===== config.mk =====
export PLATFORM = sky130hd
export DESIGN_NAME = serial_addsub_flat
export DESIGN_NICKNAME = d
export VERILOG_FILES = /design/src/rtl/serial_arith_pkg.sv /design/src/rtl/serial_addsub_if.sv /design/src/rtl/serial_addsub_fa_bit.sv /design/src/rtl/serial_addsub.sv /design/src/flat_wrapper.sv
export SDC_FILE = /design/constraint.sdc
export NUM_CORES = 1
export LEC_CHECK = 0
export CAP_MARGIN = 20
export CORE_UTILIZATION = 30
export DETAILED_ROUTE_END_ITERATION = 7
export GPL_ROUTABILITY_DRIVEN = 0
export GPL_TIMING_DRIVEN = 0
export PLACE_DENSITY = 0.58
export SLEW_MARGIN = 0
export SYNTH_ARGS = -nofsm -noshare
export SYNTH_HDL_FRONTEND = slang
export SYNTH_SLANG_ARGS = --single-unit

===== constraint.sdc =====
create_clock -name clk -period 2.2 [get_ports clk]
set_clock_uncertainty 0.2 [all_clocks]
set_input_delay 0.44 -clock clk [delete_from_list [all_inputs] [get_ports clk]]
set_output_delay 0.44 -clock clk [all_outputs]
set_load 0.01 [all_outputs]

===== src/rtl/serial_arith_pkg.sv =====
// ---------------------------------------------------------------------------
// serial_arith_pkg
// Shared definitions for the bit-serial arithmetic family.
//   state_e : control states (IDLE, ADD, DONE) used by the serial engines
//   maj3    : three-input majority, i.e. the carry of a full adder
// ---------------------------------------------------------------------------
package serial_arith_pkg;

  typedef enum logic [1:0] {
    IDLE = 2'd0,
    ADD  = 2'd1,
    DONE = 2'd2
  } state_e;

  function automatic logic maj3(input logic x, input logic y, input logic z);
    return (x & y) | (x & z) | (y & z);
  endfunction

endpackage


===== src/rtl/serial_addsub_if.sv =====
// ---------------------------------------------------------------------------
// serial_addsub_if
// Request/result bundle for serial_addsub.
//   en, a, b, sub          : start request and operands (master -> slave)
//   busy, done             : status (slave -> master)
//   out, cout, ovf         : result, carry out, signed overflow (slave -> master)
// Modports: master (requester / testbench), slave (the adder).
// ---------------------------------------------------------------------------
interface serial_addsub_if #(
  parameter int WIDTH = 8
) ();

  logic             en;
  logic [WIDTH-1:0] a;
  logic [WIDTH-1:0] b;
  logic             sub;
  logic             busy;
  logic             done;
  logic [WIDTH-1:0] out;
  logic             cout;
  logic             ovf;

  modport master (
    output en, a, b, sub,
    input  busy, done, out, cout, ovf
  );

  modport slave (
    input  en, a, b, sub,
    output busy, done, out, cout, ovf
  );

endinterface


===== src/rtl/serial_addsub_fa_bit.sv =====
// ---------------------------------------------------------------------------
// fa_bit
// Combinational one-bit full adder; the single bit slice of the serial adder.
//   a, b, cin : addend bits and carry in
//   s         : sum bit
//   cout      : carry out
// ---------------------------------------------------------------------------
module fa_bit
  import serial_arith_pkg::*;
(
  input  logic a,
  input  logic b,
  input  logic cin,
  output logic s,
  output logic cout
);

  assign s    = a ^ b ^ cin;
  assign cout = maj3(a, b, cin);

endmodule


===== src/rtl/serial_addsub.sv =====
// ---------------------------------------------------------------------------
// serial_addsub
// Bit-serial two's-complement adder/subtractor, one bit per clock, LSB first.
// Subtraction is A + ~B + 1: B is inverted at capture and the carry is
// preloaded with 1.
//   clk  : clock, rising edge
//   rst  : asynchronous active-high reset
//   bus  : serial_addsub_if.slave (en/a/b/sub in; busy/done/out/cout/ovf out)
// Accepting edge -> WIDTH further edges -> DONE for one cycle -> IDLE.
// ---------------------------------------------------------------------------
module serial_addsub
  import serial_arith_pkg::*;
#(
  parameter int WIDTH = 8,
  parameter int CNT_W = $clog2(WIDTH)
) (
  input logic             clk,
  input logic             rst,
  serial_addsub_if.slave  bus
);

  state_e           state_q;
  logic [WIDTH-1:0] a_q;
  logic [WIDTH-1:0] b_q;
  logic [WIDTH-1:0] out_q;
  logic [CNT_W-1:0] count_q;
  logic             carry_q;
  logic             cout_q;
  logic             ovf_q;
  logic             busy_q;
  logic             done_q;

  logic             sum_d;
  logic             carry_d;
  logic             last_bit;

  fa_bit u_fa (
    .a    (a_q[0]),
    .b    (b_q[0]),
    .cin  (carry_q),
    .s    (sum_d),
    .cout (carry_d)
  );

  assign last_bit = (count_q == CNT_W'(WIDTH - 1));

  always_ff @(posedge clk or posedge rst) begin
    if (rst) begin
      state_q <= IDLE;
      a_q     <= '0;
      b_q     <= '0;
      out_q   <= '0;
      count_q <= '0;
      carry_q <= 1'b0;
      cout_q  <= 1'b0;
      ovf_q   <= 1'b0;
      busy_q  <= 1'b0;
      done_q  <= 1'b0;
    end else begin
      case (state_q)
        IDLE: begin
          if (bus.en) begin
            a_q     <= bus.a;
            b_q     <= bus.sub ? ~bus.b : bus.b;
            carry_q <= bus.sub;
            count_q <= '0;
            out_q   <= '0;
            cout_q  <= 1'b0;
            ovf_q   <= 1'b0;
            busy_q  <= 1'b1;
            state_q <= ADD;
          end
        end

        ADD: begin
          a_q     <= a_q >> 1;
          b_q     <= b_q >> 1;
          carry_q <= carry_d;
          out_q   <= {sum_d, out_q[WIDTH-1:1]};
          // Hold at WIDTH-1 on the last bit so the counter never wraps,
          // even when WIDTH is a power of two.
          count_q <= last_bit ? count_q : count_q + CNT_W'(1);
          if (last_bit) begin
            cout_q  <= carry_d;
            // carry_q is the carry into the MSB, carry_d the carry out of it.
            ovf_q   <= carry_q ^ carry_d;
            busy_q  <= 1'b0;
            done_q  <= 1'b1;
            state_q <= DONE;
          end
        end

        DONE: begin
          done_q  <= 1'b0;
          state_q <= IDLE;
        end

        default: begin
          busy_q  <= 1'b0;
          done_q  <= 1'b0;
          state_q <= IDLE;
        end
      endcase
    end
  end

  assign bus.busy = busy_q;
  assign bus.done = done_q;
  assign bus.out  = out_q;
  assign bus.cout = cout_q;
  assign bus.ovf  = ovf_q;

endmodule


===== src/flat_wrapper.sv =====
// flat-port wrapper written by rule: the top's interface ports become plain ports
module serial_addsub_flat import serial_arith_pkg::*;
#(
  parameter int WIDTH = 8,
  parameter int CNT_W = $clog2(WIDTH)
)
  (clk, rst, bus_en, bus_a, bus_b, bus_sub, bus_busy, bus_done, bus_out, bus_cout, bus_ovf);
  serial_addsub_if #(.WIDTH(WIDTH)) bus_i ();
  input logic clk;
  input logic rst;
  input wire logic [$bits(bus_i.en)-1:0] bus_en;
  input wire logic [$bits(bus_i.a)-1:0] bus_a;
  input wire logic [$bits(bus_i.b)-1:0] bus_b;
  input wire logic [$bits(bus_i.sub)-1:0] bus_sub;
  output wire logic [$bits(bus_i.busy)-1:0] bus_busy;
  output wire logic [$bits(bus_i.done)-1:0] bus_done;
  output wire logic [$bits(bus_i.out)-1:0] bus_out;
  output wire logic [$bits(bus_i.cout)-1:0] bus_cout;
  output wire logic [$bits(bus_i.ovf)-1:0] bus_ovf;
  assign bus_i.en = bus_en;
  assign bus_i.a = bus_a;
  assign bus_i.b = bus_b;
  assign bus_i.sub = bus_sub;
  assign bus_busy = bus_i.busy;
  assign bus_done = bus_i.done;
  assign bus_out = bus_i.out;
  assign bus_cout = bus_i.cout;
  assign bus_ovf = bus_i.ovf;
  serial_addsub #(.WIDTH(WIDTH), .CNT_W(CNT_W)) u_core (.clk(clk), .rst(rst), .bus(bus_i));
endmodule

After elaboration in Yosys (flattened, before gate mapping)
Index checks and enable logic that the tools add are counted.
- output and inout port bits: 12
- bits in registers: 34
- input bits: 20
- bitwise gates (word level): 11
- muxes and demuxes: 25
- reductions and logical operators: 8
- add/subtract/negate cells: 1
- eq/ne operators: 6
- operators by type and width (cell ; number):
    $pmux W8 S2 ; 3
    $mux W8 ; 4
    $reduce_and A3 Y1 ; 3
    $not A8 Y8 ; 1
    $pmux W1 S2 ; 4
    $mux W1 ; 7
    $mux W3 ; 2
    $pmux W3 S2 ; 1
    $reduce_and A2 Y1 ; 3
    $mux W2 ; 2
    $ne A2 B2 Y1 const B ; 2
    $pmux W2 S2 ; 1
    $add A3 B1 Y3 const B ; 1
    $and A1 B1 Y1 ; 3
    $eq A3 B3 Y1 const B ; 1
    $pmux W1 S3 ; 1
    $xor A1 B1 Y1 ; 3
    $eq A2 B1 Y1 const B ; 1
    $eq A2 B2 Y1 const B ; 1
    $logic_not A2 Y1 ; 1
    $ne A2 B1 Y1 const B ; 1
    $not A1 Y1 ; 2
    $or A1 B1 Y1 ; 2
    $reduce_bool A2 Y1 ; 1

Longest topological paths before layout
- depth after elaboration: 6
- mapped depth: 6

Cells and area by module
A second synthesis with hierarchy kept.
- cells, all modules: 139
- area total of the unflattened synthesis: 1619.1 µm²
- modules (own cells, without submodules) (module ; seq. area each (µm²) ; times used ; cells an instance ; area each (µm²)):
    serial_addsub ; 850.8 ; 1 ; 138 ; 1599.0
    fa_bit ; 0.0 ; 1 ; 1 ; 20.0

Least setup slack after synthesis
No wires, ideal clock.
- kind: reg-to-reg
- from: register u_core.count_q[0]
- to: register u_core.count_q[0]
- path buffers: 1
- library setup time: 0.121 ns
- clock period less this slack: 1.626 ns
- cell stages (with the launch flop): 6
- arrival time: 1.305 ns
- slack: 0.574 ns
- path through: dfrtp_1 -> ha_1 -> ha_1 -> buf_2 -> mux2_2 -> a22o_1
- cells in the longest elaborated chain, start to end: 3
- elaborated cells on any way between the ends: 6
- those cells by class: add/sub (1); eq/ne (2); mux (2); reduce/logical (1)
- RTL lines (item ; RTL line ; RTL):
    start: declaration ; serial_addsub.sv:26 ; logic [CNT_W-1:0] count_q;
    start signal: assignment ; serial_addsub.sv:82 ; count_q <= last_bit ? count_q : count_q + CNT_W'(1);
    $add A3 B1 Y3 or $eq A3 B3 Y1 (tied branches) ; serial_addsub.sv:82, serial_addsub.sv:45 ;
    $mux W3 or $ne A2 B2 Y1 (tied branches) ; -- ;
    $pmux W3 S2 or $reduce_and A3 Y1 (tied branches) ; -- ;
Several ways; a longest one is shown, not always the timed one. The select of a mux whose other input is x is not followed.
A chain may end at the register's enable or synchronous reset.

Worst setup path after layout
- from: register u_core.ovf_q, in the netlist u_core.bus.ovf
- to: output bus_ovf
- RTL lines (item ; RTL line ; RTL):
    start: declaration ; serial_addsub.sv:29 ; logic ovf_q;
    start signal: assignment ; serial_addsub.sv:86 ; ovf_q <= carry_q ^ carry_d;
    end: declaration ; flat_wrapper.sv:19 ; output wire logic [$bits(bus_i.ovf)-1:0] bus_ovf;
No word-level cell between the ends.

==> flow_metrics.py <==
metrics = {
    "critical_path": {
        "critical_path_arrival_ns": 1.22,
        "cp_top_family": "buffers and inverters",
        "cp_max_fo": 3,
        "cp_slowest_stage_delay_ns": 0.56,
        "critical_path_class": "reg -> out",
        "r2r_slack_ns": 0.45,
        "startpoint_type": "flop",
        "cp_num_buf_inv": 1,
        "r2r-start": "u_core.count_q[0]$_DFFE_PP0P_",
        "crit_path_end_kind": "output port",
        "critical_path_depth": 1,
        "required_ns": 1.56,
        "path_cells": "clkdlybuf4s50_1",
        "r2r-end": "u_core.count_q[0]$_DFFE_PP0P_",
        "slowest_stage": "clkdlybuf4s50_1",
        "r2r_cells": 6,
    },
    "yosys": {
        "ys_seq_area_share_pct": 51.3,
        "ys_warn_count": 0,
        "synth_top_family_by_area": "compound AO/OA/AOI/OAI gates",
        "synthCells": 146,
        "synthesis.area_mm2": 0.00166,
        "synth-edff-count": 0,
        "synth_compound_area_share_pct": 21.0,
        "ys_ff_latch": 34,
        "async_reset_ff_share_pct": 100,
        "synth_xor_area_share_pct": 4.75,
        "synth-simple-area-share_pct": 7.62,
        "synth-adder-area-share_pct": 2.72,
        "synthMuxAreaShare_pct": 5.51,
        "synth-main-ff-cell": "dfrtp_1",
        "synth.distinct_cells": 28,
        "syn_nets": 169,
        "syn_avg_cell_area_um2": 11.4,
    },
    "sta": {
        "fmax_ghz": 0.538,
        "period_minus_slack_ns": 1.86,
        "slew_viol_final": 0,
        "fin_setup_tns_ns": 0,
        "slew_headroom_pct": 55.2,
        "worstMarginPinSlew_ns": 0.672,
        "hold_viol_final": 0,
        "grt_setup_unrepaired": "no",
        "fin_crit_sh_pct": 84.5,
        "setup_viol": 0,
        "holdWs_ns": 0.299,
    },
    "drt": {
        "vias": 1260,
        "drt_wl_total_um": 3610,
        "drt_iter0_drc": 76,
        "vias_per_cell": 4.96,
        "dr.pass1.iters": 4,
        "wire_per_inst_um": 14.2,
        "drc": 0,
        "drtAntennaViolNets": 0,
    },
    "final_layout": {
        "fin_cells": 254,
        "n_antenna_cell": 0,
        "drive_gt1_share_pct": 10.9,
        "final_nets": 207,
        "final_util_pct": 41.3,
        "syn_to_final_growth_pct": 29.7,
    },
    "clock_network": {
        "clock-sinks": 34,
        "clk_latency_ns": 0.28,
        "clk_path_buf_depth": 2,
        "cts_tree": "built",
        "post_cts_buffers": 0,
        "ctsResizeCount": 0,
        "postCtsHoldBufs": 0,
        "htreeDepth": 2,
        "clockRootBuffer": "clkbuf_8",
        "numCtsBuffers": 5,
        "path_clk_slew_ns": 0.06,
    },
    "global_route": {
        "grt_pass1_wl_um": 6430,
        "gr-total-overflow": 0,
        "antenna_found_initial": 0,
        "grt_pass1_vias": 1253,
        "grt_usage_pct": 13.8,
        "grt_start_max_net_pins": 21,
    },
    "floorplan": {
        "die_height_um": 76.3,
        "core_mm2": 0.00520,
        "die_w_um": 76.3,
        "die_area_mm2": 0.00583,
        "start_util_pct": 31.9,
        "pin_count": 32,
        "rows": 26,
    },
    "placement": {
        "dp.final_hpwl_um": 2610,
        "io_buffer_count": 30,
        "dp.cells": 247,
    },
    "worst_hold_path": {
        "hold_end": "u_core.a_q[4]$_DFFE_PP0P_",
        "min_path_type": "reg -> reg",
        "whs_path_depth": 2,
        "hp-start": "u_core.a_q[4]$_DFFE_PP0P_",
    },
    "power": {
        "ir_drop_v": 0.000404,
        "powerDensity_mw_per_mm2": 1210,
        "power_leakage_nw": 0.971,
    },
    "run_status": {
        "status": "complete, no violations",
    },
    "flow_run": {
        "cap_violations": 0,
    },
}
[cells in the final DEF, fill, tap and decap left out]
cell,Yosys,final
buf_6,4,4
ha_1,2,2
a22oi_1,1,1
o21bai_1,1,1
a22o_1,14,14
xor2_1,2,2
nor2_1,4,4
or3b_1,1,1
fa_1,1,1
inv_1,8,8
xnor2_1,7,7
o32ai_1,6,6
clkbuf_1,2,4
and2_4,1,1
dfrtp_1,34,34
buf_16,0,1
a221o_1,7,7
mux2i_1,8,8
o211ai_1,1,1
nor2b_4,1,1
nor2b_1,3,3
nand2_1,12,12
buf_2,7,7
a21oi_1,4,4
mux2_2,1,1
o21ai_1,5,5
o21ai_0,7,7
clkdlybuf4s50_1,0,30
and3b_1,1,1
nand3b_1,1,1
clkbuf_8,0,5
[sequential cells by signal (all words and copies together), names as in the netlist]
name / cells
u_core.bus.done: 1
u_core.a_q: 8
u_core.bus.busy: 1
u_core.b_q: 8
u_core.carry_q: 1
u_core.bus.cout: 1
u_core.bus.out: 8
u_core.bus.ovf: 1
u_core.count_q: 3
u_core.state_q: 2
[layout make-up]
cell class	instances	area, um2
Fill cell	494	3060
Sequential cell	34	851
Multi-Input combinational cell	91	689
Timing Repair Buffer	31	328
Buffer	13	87.6
Tap cell	70	87.6
Clock buffer	7	76.3
Inverter	8	30.0
[tightest hold or removal path: cells and delay by family (launching register included)]
family,cells,cell delay [ns]
AOI/OAI and AO/OA,1,0.06
DFF,1,0.36
and+or+nand+nor,1,0.05
[per-stage QoR]
step / worst slack (ns) / cell area, um2 / power [mW]
after floorplan: 0.574 / 1660 / 1.78
after global placement: 0.0502 / 2050 / 2.12
final: 0.340 / 2150 / 2.59
after detailed placement: 0.153 / 2070 / 2.18
after CTS: 0.318 / 2150 / 2.62
after global routing: 0.303 / 2150 / 2.79
[per-layer routing]
| metal | share of wire, % | track usage [%] | routed length (um) | vias to the layer above |
|---|---|---|---|---|
| met5 | 0 | 0 | 0 | - |
| met3 | 4.4 | 3.35 | 159 | 2 |
| met2 | 47 | 20.6 | 1680 | 38 |
| li1 | - | - | - | 598 |
| met1 | 48 | 19.8 | 1740 | 622 |
| met4 | 0.75 | 4.04 | 27 | 0 |
[where the power goes]
part	internal [mW]	total, mW	switching, mW	leakage, nW
logic	0.619	1.12	0.501	0.497
registers	0.863	1.04	0.181	0.435
clock network	0.218	0.429	0.211	0.0383
total	1.70	2.59	0.894	0.971
[synthesized netlist by cell type (2+ instances only)]
| cell | instances | area (um2) |
|---|---|---|
| xor2_1 | 2 | 17.5 |
| a221o_1 | 7 | 70.1 |
| nand2_1 | 12 | 45.0 |
| o21ai_0 | 7 | 35.0 |
| o21ai_1 | 5 | 25.0 |
| a22o_1 | 14 | 123 |
| inv_1 | 8 | 30.0 |
| buf_2 | 7 | 35.0 |
| buf_6 | 4 | 45.0 |
| mux2i_1 | 8 | 80.1 |
| a21oi_1 | 4 | 20.0 |
| xnor2_1 | 7 | 61.3 |
| nor2_1 | 4 | 15.0 |
| nor2b_1 | 3 | 18.8 |
| ha_1 | 2 | 25.0 |
| dfrtp_1 | 34 | 851 |
| o32ai_1 | 6 | 52.6 |
| clkbuf_1 | 2 | 7.51 |
[logic make-up after synthesis]
| family | count (synthesis) |
|---|---|
| AO/OA/AOI/OAI | 46 |
| XOR/XNOR | 9 |
| adder cells (fa/ha/maj) | 3 |
| buffers and inverters | 21 |
| flip-flops | 34 |
| multiplexers | 9 |
| AND/OR/NAND/NOR | 24 |
[how the worst max path moves through the flow]
stage / from / slack (ns) / end
after CTS: u_core.bus.ovf$_DFFE_PP0P_ / 0.32 / bus_ovf
after global placement: rst / 0.05 / u_core.b_q[4]$_DFFE_PP0P_
after global routing: u_core.bus.out[3]$_DFFE_PP0P_ / 0.30 / bus_out[3]
final: u_core.bus.ovf$_DFFE_PP0P_ / 0.34 / bus_ovf
after floorplan: u_core.count_q[0]$_DFFE_PP0P_ / 0.57 / u_core.count_q[0]$_DFFE_PP0P_
after detailed placement: bus_en / 0.15 / u_core.b_q[3]$_DFFE_PP0P_
Power figures use the tool's default switching activity.
